--- src/rtl/alu_pkg.sv ---
// Shared types for the execute-stage divide/remainder unit.
// Opcode encoding matches the 2-bit divOpcode field driven by the decoder.
package alu_pkg;

    localparam int XLEN = 64;

    typedef enum logic [1:0] {
        DIV_OP  = 2'b00,
        DIVU_OP = 2'b01,
        REM_OP  = 2'b10,
        REMU_OP = 2'b11
    } div_op_t;

    typedef enum logic [1:0] {
        IDLE,
        CALC,
        FIX,
        DONE
    } div_state_t;

endpackage

--- src/rtl/alu_divider_if.sv ---
// Request/result bundle between the execute stage and the divider.
// The master side issues operands and start; the slave side returns busy/done/result.
interface alu_divider_if
    import alu_pkg::*;
#(
    parameter int WIDTH = XLEN
);

    logic             start_in;
    logic [1:0]       divOpcode_in;
    logic [WIDTH-1:0] operand1_in;
    logic [WIDTH-1:0] operand2_in;
    logic             busy_out;
    logic             done_out;
    logic [WIDTH-1:0] result_out;
    logic             zeroFlag_out;

    modport master (
        output start_in, divOpcode_in, operand1_in, operand2_in,
        input  busy_out, done_out, result_out, zeroFlag_out
    );

    modport slave (
        input  start_in, divOpcode_in, operand1_in, operand2_in,
        output busy_out, done_out, result_out, zeroFlag_out
    );

endinterface

--- src/rtl/alu_div_step.sv ---
// One restoring-division iteration: shift in the next dividend bit, then
// subtract the divisor when it fits and emit the matching quotient bit.
module alu_div_step
    import alu_pkg::*;
#(
    parameter int WIDTH = XLEN
) (
    input  logic [WIDTH-1:0] rem,
    input  logic             dvd_bit,
    input  logic [WIDTH-1:0] divisor,
    output logic [WIDTH-1:0] rem_next,
    output logic             q_bit
);

    logic [WIDTH:0] shifted;
    logic [WIDTH:0] diff;

    assign shifted = {rem, dvd_bit};
    assign diff    = shifted - {1'b0, divisor};

    // rem < divisor on entry, so a clear borrow bit means shifted >= divisor
    assign q_bit    = ~diff[WIDTH];
    assign rem_next = q_bit ? diff[WIDTH-1:0] : shifted[WIDTH-1:0];

endmodule

--- src/rtl/alu_divider.sv ---
// Iterative DIV/DIVU/REM/REMU unit with start/busy/done handshake.
// Optional macro ALU_DIVIDER_EARLY_OUT_EN skips CALC when |op1| < |op2|.
module alu_divider
    import alu_pkg::*;
#(
    parameter int WIDTH = XLEN
) (
    input logic       clk_in,
    input logic       reset_in,
    alu_divider_if.slave bus
);

    localparam int CNT_W = $clog2(WIDTH) + 1;
    localparam logic [WIDTH-1:0] MOST_NEG = {1'b1, {(WIDTH-1){1'b0}}};

    div_state_t       state;
    div_op_t          op;
    div_op_t          op_in;
    logic [WIDTH-1:0] dvd;
    logic [WIDTH-1:0] dsr;
    logic [WIDTH-1:0] rem;
    logic [WIDTH-1:0] result;
    logic             q_sign;
    logic             r_sign;
    logic [CNT_W-1:0] count;

    logic             accept;
    logic             is_signed;
    logic             sign1;
    logic             sign2;
    logic             div_by_zero;
    logic             overflow;
    logic [WIDTH-1:0] abs1;
    logic [WIDTH-1:0] abs2;
    logic [WIDTH-1:0] rem_next;
    logic             q_bit;
    logic [WIDTH-1:0] q_fixed;
    logic [WIDTH-1:0] r_fixed;

    assign op_in       = div_op_t'(bus.divOpcode_in);
    assign accept      = bus.start_in && (state == IDLE || state == DONE);
    assign is_signed   = (op_in == DIV_OP) || (op_in == REM_OP);
    assign sign1       = is_signed & bus.operand1_in[WIDTH-1];
    assign sign2       = is_signed & bus.operand2_in[WIDTH-1];
    assign abs1        = sign1 ? -bus.operand1_in : bus.operand1_in;
    assign abs2        = sign2 ? -bus.operand2_in : bus.operand2_in;
    assign div_by_zero = (bus.operand2_in == '0);
    assign overflow    = is_signed && (bus.operand1_in == MOST_NEG) && (bus.operand2_in == '1);

`ifdef ALU_DIVIDER_EARLY_OUT_EN
    logic early_out;
    assign early_out = (abs1 < abs2);
`endif

    alu_div_step #(.WIDTH(WIDTH)) u_step (
        .rem      (rem),
        .dvd_bit  (dvd[WIDTH-1]),
        .divisor  (dsr),
        .rem_next (rem_next),
        .q_bit    (q_bit)
    );

    assign q_fixed = q_sign ? -dvd : dvd;
    assign r_fixed = r_sign ? -rem : rem;

    // dvd doubles as the quotient register: dividend bits leave at the top
    // while quotient bits enter at the bottom, one per CALC cycle.
    always_ff @(posedge clk_in) begin
        if (reset_in) begin
            state  <= IDLE;
            op     <= DIVU_OP;
            dvd    <= '0;
            dsr    <= '0;
            rem    <= '0;
            result <= '0;
            q_sign <= 1'b0;
            r_sign <= 1'b0;
            count  <= '0;
        end else if (accept) begin
            op     <= op_in;
            dvd    <= abs1;
            dsr    <= abs2;
            rem    <= '0;
            q_sign <= sign1 ^ sign2;
            r_sign <= sign1;
            count  <= '0;
            if (div_by_zero) begin
                result <= (op_in == DIV_OP || op_in == DIVU_OP) ? '1 : bus.operand1_in;
                state  <= DONE;
            end else if (overflow) begin
                result <= (op_in == DIV_OP) ? MOST_NEG : '0;
                state  <= DONE;
            end
`ifdef ALU_DIVIDER_EARLY_OUT_EN
            else if (early_out) begin
                dvd   <= '0;
                rem   <= abs1;
                state <= FIX;
            end
`endif
            else begin
                state <= CALC;
            end
        end else begin
            case (state)
                CALC: begin
                    dvd   <= {dvd[WIDTH-2:0], q_bit};
                    rem   <= rem_next;
                    count <= count + CNT_W'(1);
                    if (count == CNT_W'(WIDTH - 1)) begin
                        state <= FIX;
                    end
                end
                FIX: begin
                    result <= (op == DIV_OP || op == DIVU_OP) ? q_fixed : r_fixed;
                    state  <= DONE;
                end
                DONE:    state <= IDLE;
                default: state <= IDLE;
            endcase
        end
    end

    assign bus.busy_out     = (state == CALC) || (state == FIX);
    assign bus.done_out     = (state == DONE);
    assign bus.result_out   = result;
    assign bus.zeroFlag_out = (result == '0);

endmodule

--- src/flat_wrapper.sv ---
// flat-port wrapper written by rule: the top's interface ports become plain ports
module alu_divider_flat import alu_pkg::*;
#(
    parameter int WIDTH = XLEN
)
  (clk_in, reset_in, bus_start_in, bus_divOpcode_in, bus_operand1_in, bus_operand2_in, bus_busy_out, bus_done_out, bus_result_out, bus_zeroFlag_out);
  alu_divider_if #(.WIDTH(WIDTH)) bus_i ();
  input logic clk_in;
  input logic reset_in;
  input wire logic [$bits(bus_i.start_in)-1:0] bus_start_in;
  input wire logic [$bits(bus_i.divOpcode_in)-1:0] bus_divOpcode_in;
  input wire logic [$bits(bus_i.operand1_in)-1:0] bus_operand1_in;
  input wire logic [$bits(bus_i.operand2_in)-1:0] bus_operand2_in;
  output wire logic [$bits(bus_i.busy_out)-1:0] bus_busy_out;
  output wire logic [$bits(bus_i.done_out)-1:0] bus_done_out;
  output wire logic [$bits(bus_i.result_out)-1:0] bus_result_out;
  output wire logic [$bits(bus_i.zeroFlag_out)-1:0] bus_zeroFlag_out;
  assign bus_i.start_in = bus_start_in;
  assign bus_i.divOpcode_in = bus_divOpcode_in;
  assign bus_i.operand1_in = bus_operand1_in;
  assign bus_i.operand2_in = bus_operand2_in;
  assign bus_busy_out = bus_i.busy_out;
  assign bus_done_out = bus_i.done_out;
  assign bus_result_out = bus_i.result_out;
  assign bus_zeroFlag_out = bus_i.zeroFlag_out;
  alu_divider #(.WIDTH(WIDTH)) u_core (.clk_in(clk_in), .reset_in(reset_in), .bus(bus_i));
endmodule
--- config.mk ---
export PLATFORM = sky130hd
export DESIGN_NAME = alu_divider_flat
export DESIGN_NICKNAME = d
export VERILOG_FILES = /design/src/rtl/alu_pkg.sv /design/src/rtl/alu_divider_if.sv /design/src/rtl/alu_div_step.sv /design/src/rtl/alu_divider.sv /design/src/flat_wrapper.sv
export SDC_FILE = /design/constraint.sdc
export NUM_CORES = 1
export LEC_CHECK = 0
export CELL_PAD_IN_SITES_DETAIL_PLACEMENT = 1
export CELL_PAD_IN_SITES_GLOBAL_PLACEMENT = 1
export CORE_AREA = 10 10 232 234
export DETAILED_ROUTE_END_ITERATION = 8
export DIE_AREA = 0 0 242 244
export PLACE_DENSITY_LB_ADDON = 0.3
export SETUP_SLACK_MARGIN = 0.4
export SYNTH_ARGS = -nofsm -noshare
export SYNTH_HDL_FRONTEND = slang
export SYNTH_HIERARCHICAL = 1
export SYNTH_SLANG_ARGS = --single-unit
--- constraint.sdc ---
create_clock -name clk_in -period 9.8 [get_ports clk_in]
set_input_delay 0.98 -clock clk_in [delete_from_list [all_inputs] [get_ports clk_in]]
set_output_delay 0.98 -clock clk_in [all_outputs]
set_load 0.05 [all_outputs]
==> summary.md, run 1 <==
| Metric | Value |
|---|---|
| Outcome | `finished, final reports clean` |
| CP max stage delay | `roughly 1.1 ns` |
| Crit path buf inv count | `2` |
| WP data required | `~10 ns` |
| Synth unique cells | `82` |
| Max-cap violations | `0` |
| Full die area | `59000 um2` |
| DR iter-0 viols | `around 2100` |
| Max Freq | `~170 MHz` |
| Via density per instance | `about 6.4` |
| Post-Syn Instances | `2919` |
| Sequential area share after synthesis | `between 20% and 30%` |
| Pwr per Cell Area | `~240 nW/um2` |
| Diodes inserted | `0` |
| Crit-path cells | `clkdlybuf4s50_1, or4_1, nor4_1, nand4_1, nor4_1, a211o_4, buf_4, o21ai_0, o221a_2` |
| Clk slew on worst S/H paths | `roughly 0.06 ns` |
| Via count | `between 20000 and 25000` |
| Syn Nets | `3126` |
| Starting Density | `~44%` |
| Layout cells sized above 1 | `between 4 and 5%` |
| Gr ovfl total | `0` |
| Crit path top cell by count | `nor4_1` |
| Minimum clock period | `~5.8 ns` |
| Leak | `roughly 9.2 nW` |
| Die H | `244 um` |
| DR DRC count | `0` |
| Gpl congestion | `approximately 0.95` |
| Power Total | `roughly 6 mW` |
| Worst-skew pair later-pin latency | `0.55 ns` |
| Startpoint types | `input pin` |
| Cell Area, Placed | `around 24000 um2` |
| Final hold vios | `0` |
| Initial antenna violation count | `1` |
| Root Buffer | `clkbuf_16` |
| Clk_skew | `0.0201 ns` |
| Slew @ Worst Pin | `between 1 and 1.5 ns` |
| P&R area growth vs syn | `15.6%` |
| Cts hold-fix bufs | `0` |
| Final Max Tran Viols | `0` |
| CTS resizes | `0` |
| Worst path slowest cell | `nor4_1` |
| Ports | `200` |
| Fin cells | `3668` |
| Number of global-route vias before repair | `about 23000` |
| Die width | `~240 um` |
| CTS max path bufs | `3` |
| Worst path top cell family by delay | `simple AND/OR/NAND/NOR gates` |
| Placeable Area | `~49000 um2` |
| Unrepaired setup endpoints after global routing | `false` |
| Hold path depth | `2` |
| Critical Path Stages | `9` |
| Mapped cell area | `around 22000 um2` |
| Post-synthesis async set-or-reset flop share | `0%` |
| First-pass GRT wire length | `between 100000 and 150000 um` |
| Pin count of the biggest net entering global routing | `104` |
| EDFF count, synth | `0` |
| Final period util | `around 60%` |
| Final WS setup | `between 3 and 4 ns` |
| Total GRT Usage | `between 20% and 30%` |
| HP Class | `flop to flop` |
| Initial DRT Pass Iterations | `5` |
| Place WS | `between 3 and 4 ns` |
| Wire per inst | `between 20 and 30 um` |
| Clock sinks | `approximately 270` |
| H-tree depth | `2` |
| Max-slew headroom | `6.84%` |
| Number of routed nets with antenna violations | `0` |
| Setup Viol. Count Final | `0` |
| Setup TNS | `0 ns` |
| Placed instance count | `between 3000 and 4000` |
| Final Instance Area | `about 25000 um2` |
| Syn avg cell area | `between 7 and 8 um2` |
| Reg2Reg Depth | `17` |
| Postcts setup bufs | `0` |
| Crit. End Element | `flop` |
| Final nets | `~3200` |
| Crit path kind | `input pin to flop` |
| Dpl hpwl | `between 60000 and 70000 um` |
| WL final | `a little over 90000 um` |
| CTS Buf Count | `35` |
| Number of I/O port buffers | `slightly below 200` |
| CTS tree | `built` |
| Worst VDD drop | `around 0.13 mV` |
| Largest fanout on the critical path | `a little over 100` |
| Synth warn | `6` |
| Synth Register Bits | `268` |
| Row cnt | `between 80 and 90` |
| Main synth FF type | `dfxtp_1` |
| Data arrival, critical path | `roughly 6.3 ns` |
path summary, 6_finish.rpt:
kind,start,endpoint,slack [ns]
setup / recovery,bus_operand1_in[56],u_core/bus.result_out[62],3.96
hold / removal,u_core/dsr[36],u_core/dsr[36],0.45
setup reg to reg,u_core/dvd[63],u_core/rem[4],4.72
hold reg to reg,u_core/dsr[36],u_core/dsr[36],0.45
where the power goes:
part / switching (mW) / total (mW) / internal, mW / leakage (nW)
Sequential: 0.312 / 1.65 / 1.34 / 2.19
Combinational: 2.03 / 3.10 / 1.07 / 6.45
Clock: 0.538 / 1.32 / 0.782 / 0.566
Total: 2.88 / 6.07 / 3.19 / 9.20
tightest hold or removal path, delay by kind of cell, from the launching register on:
| family | cells | cell delay, ns |
|---|---|---|
| AOI/OAI and AO/OA | 1 | 0.05 |
| and+or+nand+nor | 1 | 0.05 |
| DFF | 1 | 0.32 |
metrics by stage:
| stage | util, % | hold slack (ns) |
|---|---|---|
| after global placement | 48.7 | 0.442 |
| after global routing | 51.0 | 0.479 |
| after CTS | 51.0 | 0.461 |
| final | 51.0 | 0.453 |
| after floorplan | - | 0.425 |
| after detailed placement | 48.7 | 0.449 |
layer usage:
metal / vias up / track usage, % / share of wire (%) / wire, um
met1: 11600 / 39.9 / 45 / 41100
met2: 916 / 47.2 / 45 / 41200
li1: 10800 / - / - / -
met5: - / 0 / 0.013 / 12
met3: 201 / 4.59 / 6.6 / 6080
met4: 2 / 12.0 / 4.0 / 3680
registers in the layout (all words and copies together), names as in the netlist:
register / cells
u_core/r_sign: 1
u_core/dsr: 64
u_core/state: 2
u_core/dvd: 64
u_core/count: 7
u_core/op: 1
u_core/rem: 64
u_core/bus.result_out: 64
u_core/q_sign: 1
kinds of logic after synthesis:
family	count (synthesis)	share of synthesized area, %
AND/OR/NAND/NOR	949	20.8
AO/OA/AOI/OAI	887	27.0
buffers and inverters	324	5.90
XOR/XNOR	297	11.9
flip-flops	268	24.6
multiplexers	120	5.51
adder cells (fa/ha/maj)	74	4.27
cells in the mapped netlist (all sizes together) (12+ instances only):
| cell type | n | area (um2) |
|---|---|---|
| a211oi | 114 | 861 |
| a21o | 22 | 165 |
| a21oi | 158 | 791 |
| a22oi | 13 | 103 |
| a311oi | 36 | 315 |
| a31oi | 39 | 244 |
| and3 | 15 | 93.8 |
| buf | 47 | 246 |
| clkbuf | 166 | 626 |
| dfxtp | 268 | 5370 |
| ha | 73 | 913 |
| inv | 111 | 417 |
| mux2i | 118 | 1180 |
| nand2 | 239 | 897 |
| nand2b | 24 | 150 |
| nand3 | 23 | 115 |
| nand4 | 66 | 413 |
| nor2 | 325 | 1220 |
| nor2b | 17 | 106 |
| nor3 | 63 | 315 |
| nor4 | 57 | 363 |
| o211ai | 27 | 213 |
| o21a | 15 | 113 |
| o21ai | 243 | 1220 |
| o21bai | 25 | 188 |
| o221a | 12 | 135 |
| o22ai | 22 | 138 |
| o31ai | 62 | 475 |
| o41ai | 45 | 450 |
| or3 | 41 | 257 |
| or4 | 40 | 308 |
| xnor2 | 172 | 1510 |
| xor2 | 125 | 1100 |
layout by cell type, fill, tap and decap left out, types with 35 or more instances in the layout:
| cell | count |
|---|---|
| or4_1 | 38 |
| or3_1 | 41 |
| ha_1 | 72 |
| o31ai_1 | 60 |
| a21oi_1 | 157 |
| a311oi_1 | 36 |
| o21ai_0 | 233 |
| a31oi_1 | 39 |
| nor4_1 | 56 |
| nand4_1 | 66 |
| xor2_1 | 124 |
| nand2_1 | 236 |
| o41ai_1 | 39 |
| clkbuf_16 | 35 |
| nor2_1 | 323 |
| dfxtp_1 | 266 |
| a211oi_1 | 113 |
| clkdlybuf4s50_1 | 198 |
| xnor2_1 | 172 |
| mux2i_1 | 118 |
| nor3_1 | 63 |
| inv_1 | 111 |
cell type report:
cell class	count	area, um2
Multi-Input combinational cell	2327	15300
Clock buffer	53	1070
Sequential cell	268	5370
Inverter	111	417
Clock inverter	8	77.6
Tap cell	672	841
Timing Repair Buffer	229	2210
Fill cell	6075	24200
(Power assumes the default switching activity.)
==> inputs of run 2 (changes only) <==
--- a/config.mk
+++ b/config.mk
@@ -7,9 +7,9 @@
 export LEC_CHECK = 0
 export CELL_PAD_IN_SITES_DETAIL_PLACEMENT = 1
 export CELL_PAD_IN_SITES_GLOBAL_PLACEMENT = 1
-export CORE_AREA = 10 10 232 234
+export CORE_AREA = 10 10 234 236
 export DETAILED_ROUTE_END_ITERATION = 8
-export DIE_AREA = 0 0 242 244
+export DIE_AREA = 0 0 244 246
 export PLACE_DENSITY_LB_ADDON = 0.3
 export SETUP_SLACK_MARGIN = 0.4
 export SYNTH_ARGS = -nofsm -noshare
==> constraint.sdc (replaced) <==
create_clock -name clk_in -period 5.5 [get_ports clk_in]
set_input_delay 0.55 -clock clk_in [delete_from_list [all_inputs] [get_ports clk_in]]
set_output_delay 0.55 -clock clk_in [all_outputs]
set_load 0.05 [all_outputs]
==> run 2 against run 1 <==
  * Combinational power grew 76%
  * Final cell count rose by 0.14%
  * Core utilization decreased by 0.099 points
  * Total power is 80% higher
  * Critical endpoint unchanged
  * Largest cell class unchanged
  * Largest power group unchanged
==> summary.md, run 2 (synthesis results as in run 1) <==
| Metric | Value |
|---|---|
| Outcome | `finished, final reports clean (unchanged)` |
| Via count | `23200 (was 23500)` |
| Starting Density | `43.8% (was 44.2%)` |
| Minimum clock period | `4.59 ns` |
| Worst-skew pair later-pin latency | `0.56 ns (was 0.55 ns)` |
| Hold EP | `u_core/dsr[49] (was u_core/dsr[36])` |
| Crit. Startpoint | `bus_operand1_in[56] (unchanged)` |
| Crit-path cells | `clkdlybuf4s50_1, or4_1, nor4_2, nand4_1, nor4_1, a211o_4, buf_4, o21ai_0, o221a_2 (was clkdlybuf4s50_1, or4_1, nor4_1, nand4_1, nor4_1, a211o_4, buf_4, o21ai_0, o221a_2)` |
| Wire per inst | `24.6 um (was 25.1 um)` |
| Worst VDD drop | `0.250 mV (was 0.128 mV)` |
| Dpl hpwl | `68400 um (was 69100 um)` |
| Die width | `244 um (was 242 um)` |
| Startpoint types | `input pin (unchanged)` |
| Critical R2R Capture | `u_core/rem[7] (was u_core/rem[4])` |
| Data arrival, critical path | `5.02 ns (was 6.28 ns)` |
| Commonest non-fill, non-tap cell in the layout | `nor2_1 (unchanged)` |
| Number of global-route vias before repair | `23200 (was 23500)` |
| FILL cells | `6127 (was 6075)` |
| Postcts setup bufs | `0 (unchanged)` |
| P&R area growth vs syn | `16.3% (was 15.6%)` |
| Gpl congestion | `0.945 (was 0.951)` |
| CTS Buf Count | `34 (was 35)` |
| WP data required | `5.93 ns (was 10.24 ns)` |
| WL final | `90300 um (was 92000 um)` |
| Root Buffer | `clkbuf_16 (unchanged)` |
| Row cnt | `82 (unchanged)` |
| Final nets | `3184 (was 3179)` |
| Largest fanout on the critical path | `30 (was 103)` |
| Cts hold-fix bufs | `0 (unchanged)` |
| Hold path depth | `2 (unchanged)` |
| Clk_skew | `0.0228 ns (was 0.0201 ns)` |
| CP max stage delay | `0.82 ns (was 1.08 ns)` |
| Max-slew headroom | `22.2% (was 6.84%)` |
| Hold path startpoint | `u_core/dsr[49] (was u_core/dsr[36])` |
| HP Class | `flop to flop (unchanged)` |
| H-tree depth | `2 (unchanged)` |
| Cell Area, Placed | `24200 um2 (was 24100 um2)` |
| First-pass GRT wire length | `138000 um (was 142000 um)` |
| Pin count of the biggest net entering global routing | `151 (was 104)` |
| Leak | `9.28 nW (was 9.20 nW)` |
| Diodes inserted | `0 (unchanged)` |
| Initial DRT Pass Iterations | `5 (unchanged)` |
| Die H | `246 um (was 244 um)` |
| Clk slew on worst S/H paths | `0.06 ns (about the same)` |
| Worst path slowest cell | `nor4_2 (was nor4_1)` |
| Number of routed nets with antenna violations | `0 (unchanged)` |
| DR iter-0 viols | `1806 (was 2142)` |
| Final Max Tran Viols | `0 (unchanged)` |
| Final hold vios | `0 (unchanged)` |
| Setup Viol. Count Final | `0 (unchanged)` |
| CTS tree | `built (unchanged)` |
| Reg2Reg Depth | `16 (was 17)` |
| Crit path kind | `input pin to flop (unchanged)` |
| CTS resizes | `0 (unchanged)` |
| Slew @ Worst Pin | `1.16 ns (was 1.38 ns)` |
| Layout cells sized above 1 | `5.03% (was 4.77%)` |
| Placeable Area | `49900 um2 (was 49500 um2)` |
| Initial antenna violation count | `2 (was 1)` |
| Crit. End Element | `flop (unchanged)` |
| Final period util | `between 80% and 90%` |
| CTS max path bufs | `3 (unchanged)` |
| Gr ovfl total | `0 (unchanged)` |
| Final Instance Area | `25400 um2 (was 25200 um2)` |
| Setup TNS | `0 ns (unchanged)` |
| Pwr per Cell Area | `429 nW/um2 (was 241 nW/um2)` |
| Total GRT Usage | `28.6% (was 29.8%)` |
| Reg2Reg Setup Slack | `1.08 ns (was 4.72 ns)` |
| FF-to-FF Start | `u_core/dvd[63] (unchanged)` |
| DR DRC count | `0 (unchanged)` |
| Max Freq | `between 200 and 250 MHz` |
| Unrepaired setup endpoints after global routing | `false (unchanged)` |
| Via density per instance | `6.32 (was 6.40)` |
| Ports | `200 (unchanged)` |
| Max-cap violations | `0 (unchanged)` |
| Number of I/O port buffers | `199 (unchanged)` |
| Clock sinks | `268 (unchanged)` |
| Most frequent cells in the layout | `323 x nor2_1, 266 x dfxtp_1, 236 x nand2_1, 233 x o21ai_0, 198 x clkdlybuf4s50_1 (unchanged)` |
| Full die area | `60000 um2 (was 59000 um2)` |
-- run 2: area by class of cell --
class	count	area (um2)	share of cell area, %
Clock inverter	17	270	1.06
Tap cell	672	841	3.31
Timing Repair Buffer	235	2300	9.04
Multi-Input combinational cell	2327	15300	60.1
Sequential cell	268	5370	21.1
Inverter	111	417	1.64
Clock buffer	43	946	3.72
-- run 2: how the worst max path moves through the flow --
stage / to / slack, ns / cells after the start
detailed placement: u_core/bus.result_out[61] / 0.62 / 9
floorplan: u_core/rem[60] / 2.27 / 16
finish: u_core/bus.result_out[62] / 0.91 / 9
global route: u_core/rem[10] / 0.76 / 17
CTS: u_core/rem[7] / 1.10 / 16
global placement: u_core/bus.result_out[61] / 0.09 / 9
-- run 2: metal layers --
| layer | wire [um] | part of all wire [%] | GRT usage, % | vias to the layer above |
|---|---|---|---|---|
| met5 | 0 | 0 | 0 | - |
| met3 | 5780 | 6.4 | 4.46 | 168 |
| met1 | 41300 | 46 | 39.1 | 11400 |
| li1 | - | - | - | 10800 |
| met4 | 3040 | 3.4 | 10.2 | 0 |
| met2 | 40200 | 44 | 44.9 | 834 |
-- run 2: metrics by stage --
stage               setup WS (ns)  total power [mW]  hold slack, ns  std cells  util [%]
floorplan                    2.27              6.54           0.425       2919         -
global placement           0.0949              8.16           0.442       3613      48.5
detailed placement          0.623              8.32           0.442       3613      48.5
CTS                          1.10              10.8           0.455       3673      50.9
global route                0.763              11.4           0.481       3673      50.9
finish                      0.910              10.9           0.454       3673      50.9
-- run 2: worst max-delay path, delay by kind of cell --
family,cells,cell delay (ns)
AO/OA/AOI/OAI,3,0.80
AND/OR/NAND/NOR,4,2.74
buffers and inverters,2,0.91
-- run 2: report_power, final --
| group | switching, mW | internal (mW) |
|---|---|---|
| Clock | 0.935 | 1.55 |
| Sequential | 0.563 | 2.39 |
| Combinational | 3.56 | 1.91 |
